[config.mk]
export PLATFORM = sky130hd
export DESIGN_NAME = instr_prefetch_queue
export DESIGN_NICKNAME = d
export VERILOG_FILES = /design/src/rtl/procesador_pkg.sv /design/src/rtl/prefetch_fifo.sv /design/src/rtl/instr_prefetch_queue.sv
export SDC_FILE = /design/constraint.sdc
export NUM_CORES = 1
export LEC_CHECK = 0
export CAP_MARGIN = 20
export CORE_UTILIZATION = 49
export CTS_CLUSTER_SIZE = 14
export DETAILED_ROUTE_END_ITERATION = 6
export PLACE_DENSITY = 0.85
export SYNTH_ARGS = -nofsm -noshare
export SYNTH_HDL_FRONTEND = slang
export SYNTH_SLANG_ARGS = --single-unit
[constraint.sdc]
create_clock -name Clock -period 2.4 [get_ports Clock]
set_clock_uncertainty 0.15 [all_clocks]
set_input_delay 0.48 -clock Clock [delete_from_list [all_inputs] [get_ports Clock]]
set_output_delay 0.48 -clock Clock [all_outputs]
set_load 0.05 [all_outputs]
[src/rtl/procesador_pkg.sv]
// Shared definitions for the 8-bit pipelined processor front end.
// Provides the default address/instruction widths, the fetch FSM state
// encoding and the all-zero NOP instruction used for an empty queue head.
package procesador_pkg;

  localparam int ADDR_W  = 10;
  localparam int INSTR_W = 16;

  typedef enum logic [1:0] {
    IDLE    = 2'd0,
    WAIT    = 2'd1,
    DISCARD = 2'd2
  } fetch_state_t;

  localparam logic [INSTR_W-1:0] NOP_INSTR = '0;

endpackage

[src/rtl/prefetch_fifo.sv]
// Instruction prefetch queue storage.
// Ports:
//   clk, rst_n   : clock and asynchronous active-low reset (pointers/count only)
//   clear        : synchronous flush, empties the queue (wins over push/pop)
//   push, wdata  : write {instruction, pc} at the tail
//   pop          : advance the head (only when valid)
//   rdata, valid : head entry and non-empty flag
//   count        : current occupancy, 0..DEPTH
module prefetch_fifo #(
  parameter int DEPTH = 4,
  parameter int W     = 26
) (
  input  logic                       clk,
  input  logic                       rst_n,
  input  logic                       clear,
  input  logic                       push,
  input  logic [W-1:0]               wdata,
  input  logic                       pop,
  output logic [W-1:0]               rdata,
  output logic                       valid,
  output logic [$clog2(DEPTH):0]     count
);

  localparam int AW    = $clog2(DEPTH);
  localparam int CNT_W = AW + 1;

  logic [W-1:0]  mem [DEPTH];
  logic [AW-1:0] wr_ptr;
  logic [AW-1:0] rd_ptr;

  // Power-of-two depth: pointers wrap naturally.
  always_ff @(posedge clk or negedge rst_n) begin
    if (!rst_n) begin
      wr_ptr <= '0;
      rd_ptr <= '0;
      count  <= '0;
    end else if (clear) begin
      wr_ptr <= '0;
      rd_ptr <= '0;
      count  <= '0;
    end else begin
      if (push) wr_ptr <= wr_ptr + AW'(1);
      if (pop)  rd_ptr <= rd_ptr + AW'(1);
      count <= count + CNT_W'(push) - CNT_W'(pop);
    end
  end

  // Storage is data only; occupancy decides whether it is meaningful.
  always_ff @(posedge clk) begin
    if (push && !clear) mem[wr_ptr] <= wdata;
  end

  assign rdata = mem[rd_ptr];
  assign valid = (count != '0);

endmodule

[src/rtl/instr_prefetch_queue.sv]
// Instruction fetch front end: owns the fetch PC, issues one-at-a-time word
// requests to a variable-latency instruction memory and queues the returned
// instructions for the IF/ID register. A redirect flushes the queue and marks
// any in-flight response as stale.
// Optional build macro: PREFETCH_BYPASS_EN (response forwarded to the head
// outputs in the same cycle when the queue is empty).
// Ports:
//   Clock, Reset           : rising-edge clock, asynchronous active-low reset
//   iRedirect, iRedirectPC : taken branch/jump and its target
//   iStall                 : suppresses new requests
//   oMemReq, oMemAddr      : registered one-cycle request pulse and address
//   iMemValid, iMemData    : memory response
//   oValid, iReady         : head handshake towards IF/ID
//   oInstruction, oPC      : head instruction and its address
//   oPCNext                : oPC + 1 (wrapping)
module instr_prefetch_queue
  import procesador_pkg::*;
#(
  parameter int                DEPTH    = 4,
  parameter int                ADDR_W   = procesador_pkg::ADDR_W,
  parameter int                INSTR_W  = procesador_pkg::INSTR_W,
  parameter logic [ADDR_W-1:0] RESET_PC = '0
) (
  input  logic               Clock,
  input  logic               Reset,
  input  logic               iRedirect,
  input  logic [ADDR_W-1:0]  iRedirectPC,
  input  logic               iStall,
  output logic               oMemReq,
  output logic [ADDR_W-1:0]  oMemAddr,
  input  logic               iMemValid,
  input  logic [INSTR_W-1:0] iMemData,
  output logic               oValid,
  input  logic               iReady,
  output logic [INSTR_W-1:0] oInstruction,
  output logic [ADDR_W-1:0]  oPC,
  output logic [ADDR_W-1:0]  oPCNext
);

  localparam int CNT_W = $clog2(DEPTH) + 1;
  localparam int ENT_W = INSTR_W + ADDR_W;

  fetch_state_t        state;
  logic [ADDR_W-1:0]   fetch_pc;
  logic [ENT_W-1:0]    fifo_rdata;
  logic                fifo_valid;
  logic [CNT_W-1:0]    count;
  logic                issue;
  logic                resp_live;
  logic                push;
  logic                pop;

  // Room is checked while no request is outstanding, so the queue cannot overflow.
  assign issue     = (state == IDLE) && (count < CNT_W'(DEPTH)) && !iStall && !iRedirect;
  // oMemAddr holds the outstanding request address until the response returns.
  assign resp_live = (state == WAIT) && iMemValid && !iRedirect;
  assign pop       = fifo_valid && iReady && !iRedirect;

`ifdef PREFETCH_BYPASS_EN
  logic bypass;
  assign bypass       = !fifo_valid && (state == WAIT) && iMemValid;
  assign oValid       = fifo_valid || bypass;
  assign oInstruction = fifo_valid ? fifo_rdata[ENT_W-1:ADDR_W]
                      : (bypass ? iMemData : INSTR_W'(NOP_INSTR));
  assign oPC          = fifo_valid ? fifo_rdata[ADDR_W-1:0]
                      : (bypass ? oMemAddr : '0);
  // A forwarded response that is taken immediately never enters the queue.
  assign push         = resp_live && !(bypass && iReady);
`else
  assign oValid       = fifo_valid;
  assign oInstruction = fifo_valid ? fifo_rdata[ENT_W-1:ADDR_W] : INSTR_W'(NOP_INSTR);
  assign oPC          = fifo_valid ? fifo_rdata[ADDR_W-1:0] : '0;
  assign push         = resp_live;
`endif

  assign oPCNext = oPC + ADDR_W'(1);

  prefetch_fifo #(
    .DEPTH (DEPTH),
    .W     (ENT_W)
  ) u_fifo (
    .clk   (Clock),
    .rst_n (Reset),
    .clear (iRedirect),
    .push  (push),
    .wdata ({iMemData, oMemAddr}),
    .pop   (pop),
    .rdata (fifo_rdata),
    .valid (fifo_valid),
    .count (count)
  );

  always_ff @(posedge Clock or negedge Reset) begin
    if (!Reset) begin
      state    <= IDLE;
      fetch_pc <= RESET_PC;
      oMemReq  <= 1'b0;
      oMemAddr <= '0;
    end else begin
      oMemReq <= issue;
      if (issue) begin
        oMemAddr <= fetch_pc;
        fetch_pc <= fetch_pc + ADDR_W'(1);
      end
      if (iRedirect) fetch_pc <= iRedirectPC;

      case (state)
        IDLE:    if (issue) state <= WAIT;
        // A response coinciding with a redirect is dropped but still ends the wait.
        WAIT:    if (iMemValid) state <= IDLE;
                 else if (iRedirect) state <= DISCARD;
        DISCARD: if (iMemValid) state <= IDLE;
        default: state <= IDLE;
      endcase
    end
  end

endmodule
==> flow_metrics.py, run 1 <==
metrics = {
    "critical_path": {
        "crit_family": "multiplexers",
        "critPathMaxFanout": 4,
        "arrival_time_at_the_worst_endpoint_ns": 2.32,
        "slowest_stage": "sky130_fd_sc_hd__mux4_2",
        "worstPathCellList": "mux4_2 > nand2_8 > clkinvlp_4 > ha_4 > nand3_4 > xor2_2 > nor2_4 > buf_12",
        "cp_data_required_time_ns": 1.77,
        "criticalPathCategory": "reg -> out",
        "critPathMaxStageDelay_ns": 0.59,
        "worstSetupPathDepth": 8,
        "reg2regPathDepth": 13,
        "critPathBufInv": 2,
        "start_kind": "flop",
        "cp-end-kind": "primary output",
    },
    "logic_synthesis": {
        "postSynthAreaPerCell_um2": 17.3,
        "netlist-cell-type-count": 37,
        "synth_xor_xnor_area_share_pct": 3.42,
        "yosys.area_share.simple_pct": 9.34,
        "synth-compound-area-share_pct": 1.16,
        "synth_seq_area_share_pct": 68.8,
        "ys_dominant_reg_cell": "sky130_fd_sc_hd__edfxtp_1",
        "synth_top_family_by_area": "multiplexers",
        "synth_mux_area_share_pct": 12.9,
        "synth_cells": 325,
        "synth-async-reset-ratio_pct": 22.4,
        "yosys_warnings": 0,
        "synth-adder-area-share_pct": 2.13,
        "post_synth_instance_area_mm2": 0.00563,
        "syn-num-nets": 366,
        "synth-seq-cells": 134,
        "number_of_flops_mapped_to_enable_cells_by_yosys": 104,
    },
    "power_and_ir_drop": {
        "total_power_mw": 10.2,
        "power.clock.fraction_pct": 25.6,
        "power_leakage_nw": 3.04,
        "combinationalPowerShare_pct": 45.0,
        "netSwitchingPower_mw": 3.86,
        "pwr_per_cell_area_mw_per_mm2": 1270,
        "ir_worst_vdd_v": 0.000864,
        "sequentialPowerShare_pct": 29.4,
        "cellInternalPower_mw": 6.37,
        "sw_frac_of_total_pct": 37.7,
    },
    "final_layout": {
        "mostFrequentLayoutCells": "sky130_fd_sc_hd__edfxtp_1 (104), sky130_fd_sc_hd__buf_4 (52), sky130_fd_sc_hd__clkdlybuf4s50_1 (37), sky130_fd_sc_hd__dfrtp_1 (29), sky130_fd_sc_hd__mux4_2 (26)",
        "final_design_area_no_fill_mm2": 0.00805,
        "layout.core_utilization_pct": 73.0,
        "number_of_fill_cells_in_the_layout": 637,
        "final_layout_size_suffix_gt1_share_pct": 43.2,
        "final_common_cell": "sky130_fd_sc_hd__edfxtp_1",
        "diodes": 0,
        "nNetsFinal": 509,
        "area_overhead_vs_synth_pct": 43.0,
    },
    "timing": {
        "relSlewSlack_pct": 66.1,
        "setup_ws_ns": -0.551,
        "hold_violations": 0,
        "post-route-min-period_ns": 2.95,
        "max_freq_ghz": 0.339,
        "finalCritPeriodShare_pct": 123,
        "finalMaxSlewViolations": 0,
        "worstMarginPinSlew_ns": 0.507,
        "fin_tns_setup_ns": -12.39,
        "setup_viol": 37,
        "grt_setup_unrepaired": "yes",
    },
    "clock_network": {
        "htree_levels": 4,
        "cts-root-buf": "sky130_fd_sc_hd__clkbuf_16",
        "worst_skew_pair.late_latency_ns": 0.41,
        "cts_tree": "built",
        "clk_pin_slew_worst_paths_ns": 0.06,
        "clock-sinks": 134,
        "number_of_clock_buffers_inserted_by_tritoncts": 17,
        "post_cts_hold_buffer_count": 0,
        "max-clock-path-buffers": 2,
    },
    "route": {
        "vias": 3377,
        "wire_per_inst_um": 20.6,
        "detail_route.iter0.violations": 265,
        "antenna_violating_nets_post_route": 0,
        "routed_wl_um": 12800,
        "drcViolationCount": 0,
        "viasPerCell": 5.44,
        "detail_route.first_pass.iterations": 4,
    },
    "die": {
        "num_rows": 38,
        "coreArea_mm2": 0.0110,
        "die-height_um": 109,
        "die_w_um": 109,
        "io_pins": 80,
        "total_die_area_mm2": 0.0119,
        "initial_core_utilization_pct": 51.0,
    },
    "placement": {
        "area_post_placement_mm2": 0.00708,
        "placement.setup.worst_slack_ns": -0.212,
        "gp_congestion": 0.849,
        "total_of_buffers_placed_on_input_and_output_ports": 79,
        "dpl.hpwl_um": 7440,
    },
    "hold_path": {
        "hold_path.class": "in -> async",
    },
    "outcome": {
        "violations": "negative setup slack",
        "outcome": "finished, violations left",
    },
    "global_route": {
        "grt_pass1_wl_um": 19700,
        "grt_start_max_net_pins": 31,
        "track_usage_pct": 23.3,
        "grt_antenna_before_repair": 0,
        "gr-total-overflow": 0,
        "grt_pass1_vias": 3659,
    },
    "job": {
        "cap_viol_max_count": 0,
    },
}
final timing paths:
check	startpoint	to	slack [ns]
min in group Clock	oMemAddr[1]$_DFFE_PN0P_	u_fifo.mem[0][1]$_DFFE_PP_	0.41
worst max register to register	u_fifo.count[1]$_DFF_PN0_	u_fifo.count[2]$_DFF_PN0_	-0.21
worst min register to register	oMemAddr[1]$_DFFE_PN0P_	u_fifo.mem[0][1]$_DFFE_PP_	0.41
worst max-delay path	u_fifo.rd_ptr[0]$_DFFE_PN0P_	oPCNext[4]	-0.55
max in group asynchronous	Reset	u_fifo.rd_ptr[0]$_DFFE_PN0P_	1.49
worst min-delay path	Reset	fetch_pc[0]$_DFFE_PN0P_	0.31
layer usage:
layer	GRT usage, %	routed length, um	vias to the layer above	part of all wire, %
li1	-	-	1515	-
met2	41.2	6790	128	53
met1	27.5	5230	1717	41
met4	10.8	202	0	1.6
met5	0	0	-	0
met3	4.54	547	17	4.3
per-stage QoR:
stage               hold slack, ns  std cells
finish                       0.309        621
global route                 0.325        621
CTS                          0.308        617
detailed placement           0.392        571
global placement             0.361        571
floorplan                   0.0344        325
power groups by stage:
stage          clock (mW)  combinational [mW]  sequential (mW)
6_report             2.62                4.60             3.01
5_1_grt              2.75                4.80             3.03
4_1_cts              2.63                4.50             3.00
3_5_place_dp            0                3.98             3.04
3_3_place_gp            0                3.93             3.02
2_1_floorplan           0                2.28             3.26
logic make-up (layout without fill, tap and decap cells):
logic type / Yosys count / after routing
buf+inv: 21 / 177
simple gates: 89 / 89
mux: 37 / 37
compound gates: 13 / 13
fa+ha+maj: 9 / 9
xor+xnor: 22 / 22
flops: 134 / 134
synthesized netlist by cell type, drive strengths merged, types with 2 or more instances:
master | n | area [um^2]
inv | 8 | 30.0
a21oi | 3 | 15.0
and2 | 29 | 183
xnor2 | 7 | 61.3
buf | 7 | 62.6
nand2 | 17 | 66.3
nor3 | 4 | 25.0
nor2b | 3 | 18.8
edfxtp | 104 | 3120
nor4 | 2 | 33.8
and4 | 2 | 17.5
mux4 | 26 | 604
o21ai | 10 | 50.0
nand3 | 10 | 50.1
ha | 8 | 100
mux2 | 10 | 113
dfrtp | 30 | 751
clkbuf | 6 | 32.5
nand4 | 4 | 40.0
xor2 | 15 | 131
nor2 | 14 | 52.6
flip-flops by register name, indices dropped and copies added, names as in the netlist:
| name | cells |
|---|---|
| fetch_pc | 10 |
| u_fifo.rd_ptr | 2 |
| u_fifo.wr_ptr | 2 |
| u_fifo.mem | 104 |
| state | 2 |
| oMemReq | 1 |
| oMemAddr | 10 |
| u_fifo.count | 3 |
final cells by class:
cell class	instances	area, um^2	share of cell area, %
clock inverter	15	169	2.10
clock buffer	17	425	5.29
multi-input combinational	170	1890	23.4
inverter	8	36.3	0.451
tap	140	175	2.18
sequential	134	3870	48.1
timing repair buffer	137	1480	18.4
timing repair:
| item | in CTS | in global routing |
|---|---|---|
| setup buffers | 16 | 5 |
| pin swaps | 19 | 8 |
| gates resized for setup | 58 | 15 |
| endpoints found under the setup margin | 38 | 41 |
Power figures use the tool's default switching activity.
==> inputs of run 2 (changes only) <==
--- a/config.mk
+++ b/config.mk
@@ -6,10 +6,10 @@
 export NUM_CORES = 1
 export LEC_CHECK = 0
 export CAP_MARGIN = 20
-export CORE_UTILIZATION = 49
+export CORE_UTILIZATION = 58
 export CTS_CLUSTER_SIZE = 14
 export DETAILED_ROUTE_END_ITERATION = 6
-export PLACE_DENSITY = 0.85
+export PLACE_DENSITY = 0.93
 export SYNTH_ARGS = -nofsm -noshare
 export SYNTH_HDL_FRONTEND = slang
 export SYNTH_SLANG_ARGS = --single-unit
==> constraint.sdc (replaced) <==
create_clock -name Clock -period 3.8 [get_ports Clock]
set_clock_uncertainty 0.15 [all_clocks]
set_input_delay 0.76 -clock Clock [delete_from_list [all_inputs] [get_ports Clock]]
set_output_delay 0.76 -clock Clock [all_outputs]
set_load 0.05 [all_outputs]
==> run 2 against run 1 <==
Compared with the run above: clock power decreased by 43%; the flow now finishes without violations; routed wire length fell by 13%; non-clock buffer count shrank 40; first-iteration DRC count is 26% lower; total power is 44% lower; register-to-register slack better by 1.1 ns; critical path type unchanged; die area is 15% lower; sequential power down 37%; flip-flop and latch count unchanged; largest cell class unchanged.
==> flow_metrics.py, run 2 (same netlist as run 1, synthesis figures left out) <==
metrics = {
    "critical_path": {
        "criticalPathCategory": "reg -> out",
        "start_kind": "flop",
        "reg_to_reg_end": "u_fifo.count[2]$_DFF_PN0_",
        "rrSetupSlack_ns": 0.93,
        "reg2regPathDepth": 14,
        "arrival_time_at_the_worst_endpoint_ns": 2.79,
        "cp_data_required_time_ns": 2.89,
        "crit-reg2reg-launch": "u_fifo.count[1]$_DFF_PN0_",
        "cp-end-kind": "primary output",
        "critPathMaxFanout": 7,
    },
    "clock_network": {
        "number_of_clock_buffers_inserted_by_tritoncts": 17,
        "cts_tree": "built",
        "worst_skew_pair.late_latency_ns": 0.52,
        "htree_levels": 4,
        "clock-sinks": 134,
        "max-clock-path-buffers": 2,
        "clk_pin_slew_worst_paths_ns": 0.06,
        "cts-root-buf": "sky130_fd_sc_hd__clkbuf_8",
    },
    "placement": {
        "total_of_buffers_placed_on_input_and_output_ports": 79,
        "dpl.hpwl_um": 7180,
        "area_post_placement_mm2": 0.00668,
        "placement.setup.worst_slack_ns": 0.466,
        "gp_congestion": 0.833,
    },
    "die": {
        "die-height_um": 101,
        "initial_core_utilization_pct": 60.3,
        "total_die_area_mm2": 0.0101,
        "coreArea_mm2": 0.00933,
        "die_w_um": 101,
        "io_pins": 80,
        "num_rows": 35,
    },
    "final_layout": {
        "biggestRegsByFlops": "u_fifo.mem: 104 flops, fetch_pc: 10 flops, oMemAddr: 10 flops",
        "final_layout_size_suffix_gt1_share_pct": 23.8,
        "nNetsFinal": 469,
        "final_design_area_no_fill_mm2": 0.00730,
        "mostFrequentLayoutCells": "sky130_fd_sc_hd__edfxtp_1 (104), sky130_fd_sc_hd__clkdlybuf4s50_1 (69), sky130_fd_sc_hd__and2_1 (28), sky130_fd_sc_hd__dfrtp_1 (28), sky130_fd_sc_hd__mux4_2 (21)",
        "final_common_cell": "sky130_fd_sc_hd__edfxtp_1",
        "area_overhead_vs_synth_pct": 29.6,
        "largest_register_ffs": 104,
        "layout.core_utilization_pct": 78.2,
        "diodes": 0,
        "regMostFlops": "u_fifo.mem",
    },
    "outcome": {
        "outcome": "finished, final reports clean",
    },
    "power_and_ir_drop": {
        "power.clock.fraction_pct": 26.4,
        "combinationalPowerShare_pct": 40.2,
        "sw_frac_of_total_pct": 38.0,
        "total_power_mw": 5.69,
        "pwr_per_cell_area_mw_per_mm2": 780,
        "sequentialPowerShare_pct": 33.4,
        "netSwitchingPower_mw": 2.16,
        "cellInternalPower_mw": 3.53,
        "ir_worst_vdd_v": 0.000551,
        "power_leakage_nw": 2.63,
    },
    "timing": {
        "finalCritPeriodShare_pct": 97.3,
        "post-route-min-period_ns": 3.70,
        "setup_viol": 0,
        "finalMaxSlewViolations": 0,
        "hold_violations": 0,
        "setup_ws_ns": 0.103,
        "relSlewSlack_pct": 47.1,
        "worstMarginPinSlew_ns": 0.787,
        "max_freq_ghz": 0.270,
    },
    "global_route": {
        "track_usage_pct": 24.6,
        "grt_start_max_net_pins": 32,
        "gr-total-overflow": 0,
        "grt_pass1_wl_um": 17500,
        "grt_pass1_vias": 3389,
        "grt_antenna_before_repair": 0,
    },
    "route": {
        "drcViolationCount": 0,
        "detail_route.first_pass.iterations": 4,
        "vias": 3205,
        "wire_per_inst_um": 19.5,
        "detail_route.iter0.violations": 197,
        "viasPerCell": 5.62,
        "routed_wl_um": 11100,
        "antenna_violating_nets_post_route": 0,
    },
    "job": {
        "cap_viol_max_count": 0,
    },
    "hold_path": {
        "hold_path.class": "in -> async",
    },
}
run 2: cell types whose count changed in the layout (fill, tap and decap cells not counted), sizes merged:
cell           previous run  this run
buf                      95        27
bufinv                    2         1
clkbuf                   17        19
clkdlybuf4s50            37        69
clkinv                    4         5
clkinvlp                  3         5
dlygate4sd2               1         0
dlymetal6s2s              4         0
inv                      14        11
run 2: final cells by class:
class | instances | area [um^2]
Clock inverter | 14 | 126
Fill cell | 489 | 2030
Tap cell | 129 | 161
Clock buffer | 18 | 428
Inverter | 8 | 30.0
Timing Repair Buffer | 97 | 1020
Multi-Input combinational cell | 170 | 1650
Sequential cell | 134 | 3880
run 2: per-layer routing:
layer	part of all wire [%]	wire, um	GRT usage, %
met1	39	4330	29.1
met2	51	5690	41.5
met3	7.3	812	7.42
met4	2.8	311	12.2
met5	0	0	0
run 2: worst max-delay path: stages, from the launching register on:
cell and delay [ns]:
sky130_fd_sc_hd__dfrtp_4 0.47, sky130_fd_sc_hd__mux4_1 0.62, sky130_fd_sc_hd__nand2_2 0.17, sky130_fd_sc_hd__inv_1 0.08, sky130_fd_sc_hd__ha_1 0.23, sky130_fd_sc_hd__nand3_1 0.18, sky130_fd_sc_hd__xor2_1 0.26, sky130_fd_sc_hd__nor2_2 0.09
sky130_fd_sc_hd__buf_12 0.15
run 2: worst max path at each step:
stage / startpoint / cells after the start / slack (ns) / endpoint
after floorplan: u_fifo.count[1]$_DFF_PN0_ / 8 / -0.05 / oPCNext[8]
after global placement: u_fifo.rd_ptr[0]$_DFFE_PN0P_ / 8 / 0.57 / oPCNext[4]
after CTS: u_fifo.count[2]$_DFF_PN0_ / 10 / 0.05 / oPCNext[8]
after detailed placement: u_fifo.rd_ptr[0]$_DFFE_PN0P_ / 8 / 0.47 / oPCNext[4]
final: u_fifo.rd_ptr[0]$_DFFE_PN0P_ / 8 / 0.10 / oPCNext[4]
after global routing: u_fifo.rd_ptr[0]$_DFFE_PN0P_ / 8 / -0.007 / oPCNext[4]
run 2: repair_timing:
item                                    4_1_cts  5_1_grt
endpoints found under the setup margin        5        2
resized for setup                             1        3
setup buffers                                 3        0
hold buffers                                  0        0
run 2: metrics by stage:
stage | setup TNS [ns] | cells | hold slack (ns)
after floorplan | -0.0978 | 325 | 0.314
after global placement | 0 | 534 | 0.361
after detailed placement | 0 | 534 | 0.366
after CTS | 0 | 569 | 0.381
after global routing | -0.00741 | 570 | 0.267
final | 0 | 570 | 0.289
run 2: power groups by stage:
stage	logic, mW	registers, mW	clock network [mW]
2_1_floorplan	1.31	2.05	0
3_3_place_gp	2.21	1.92	0
3_5_place_dp	2.25	1.94	0
4_1_cts	2.30	1.90	1.52
5_1_grt	2.40	1.92	1.58
6_report	2.29	1.90	1.50
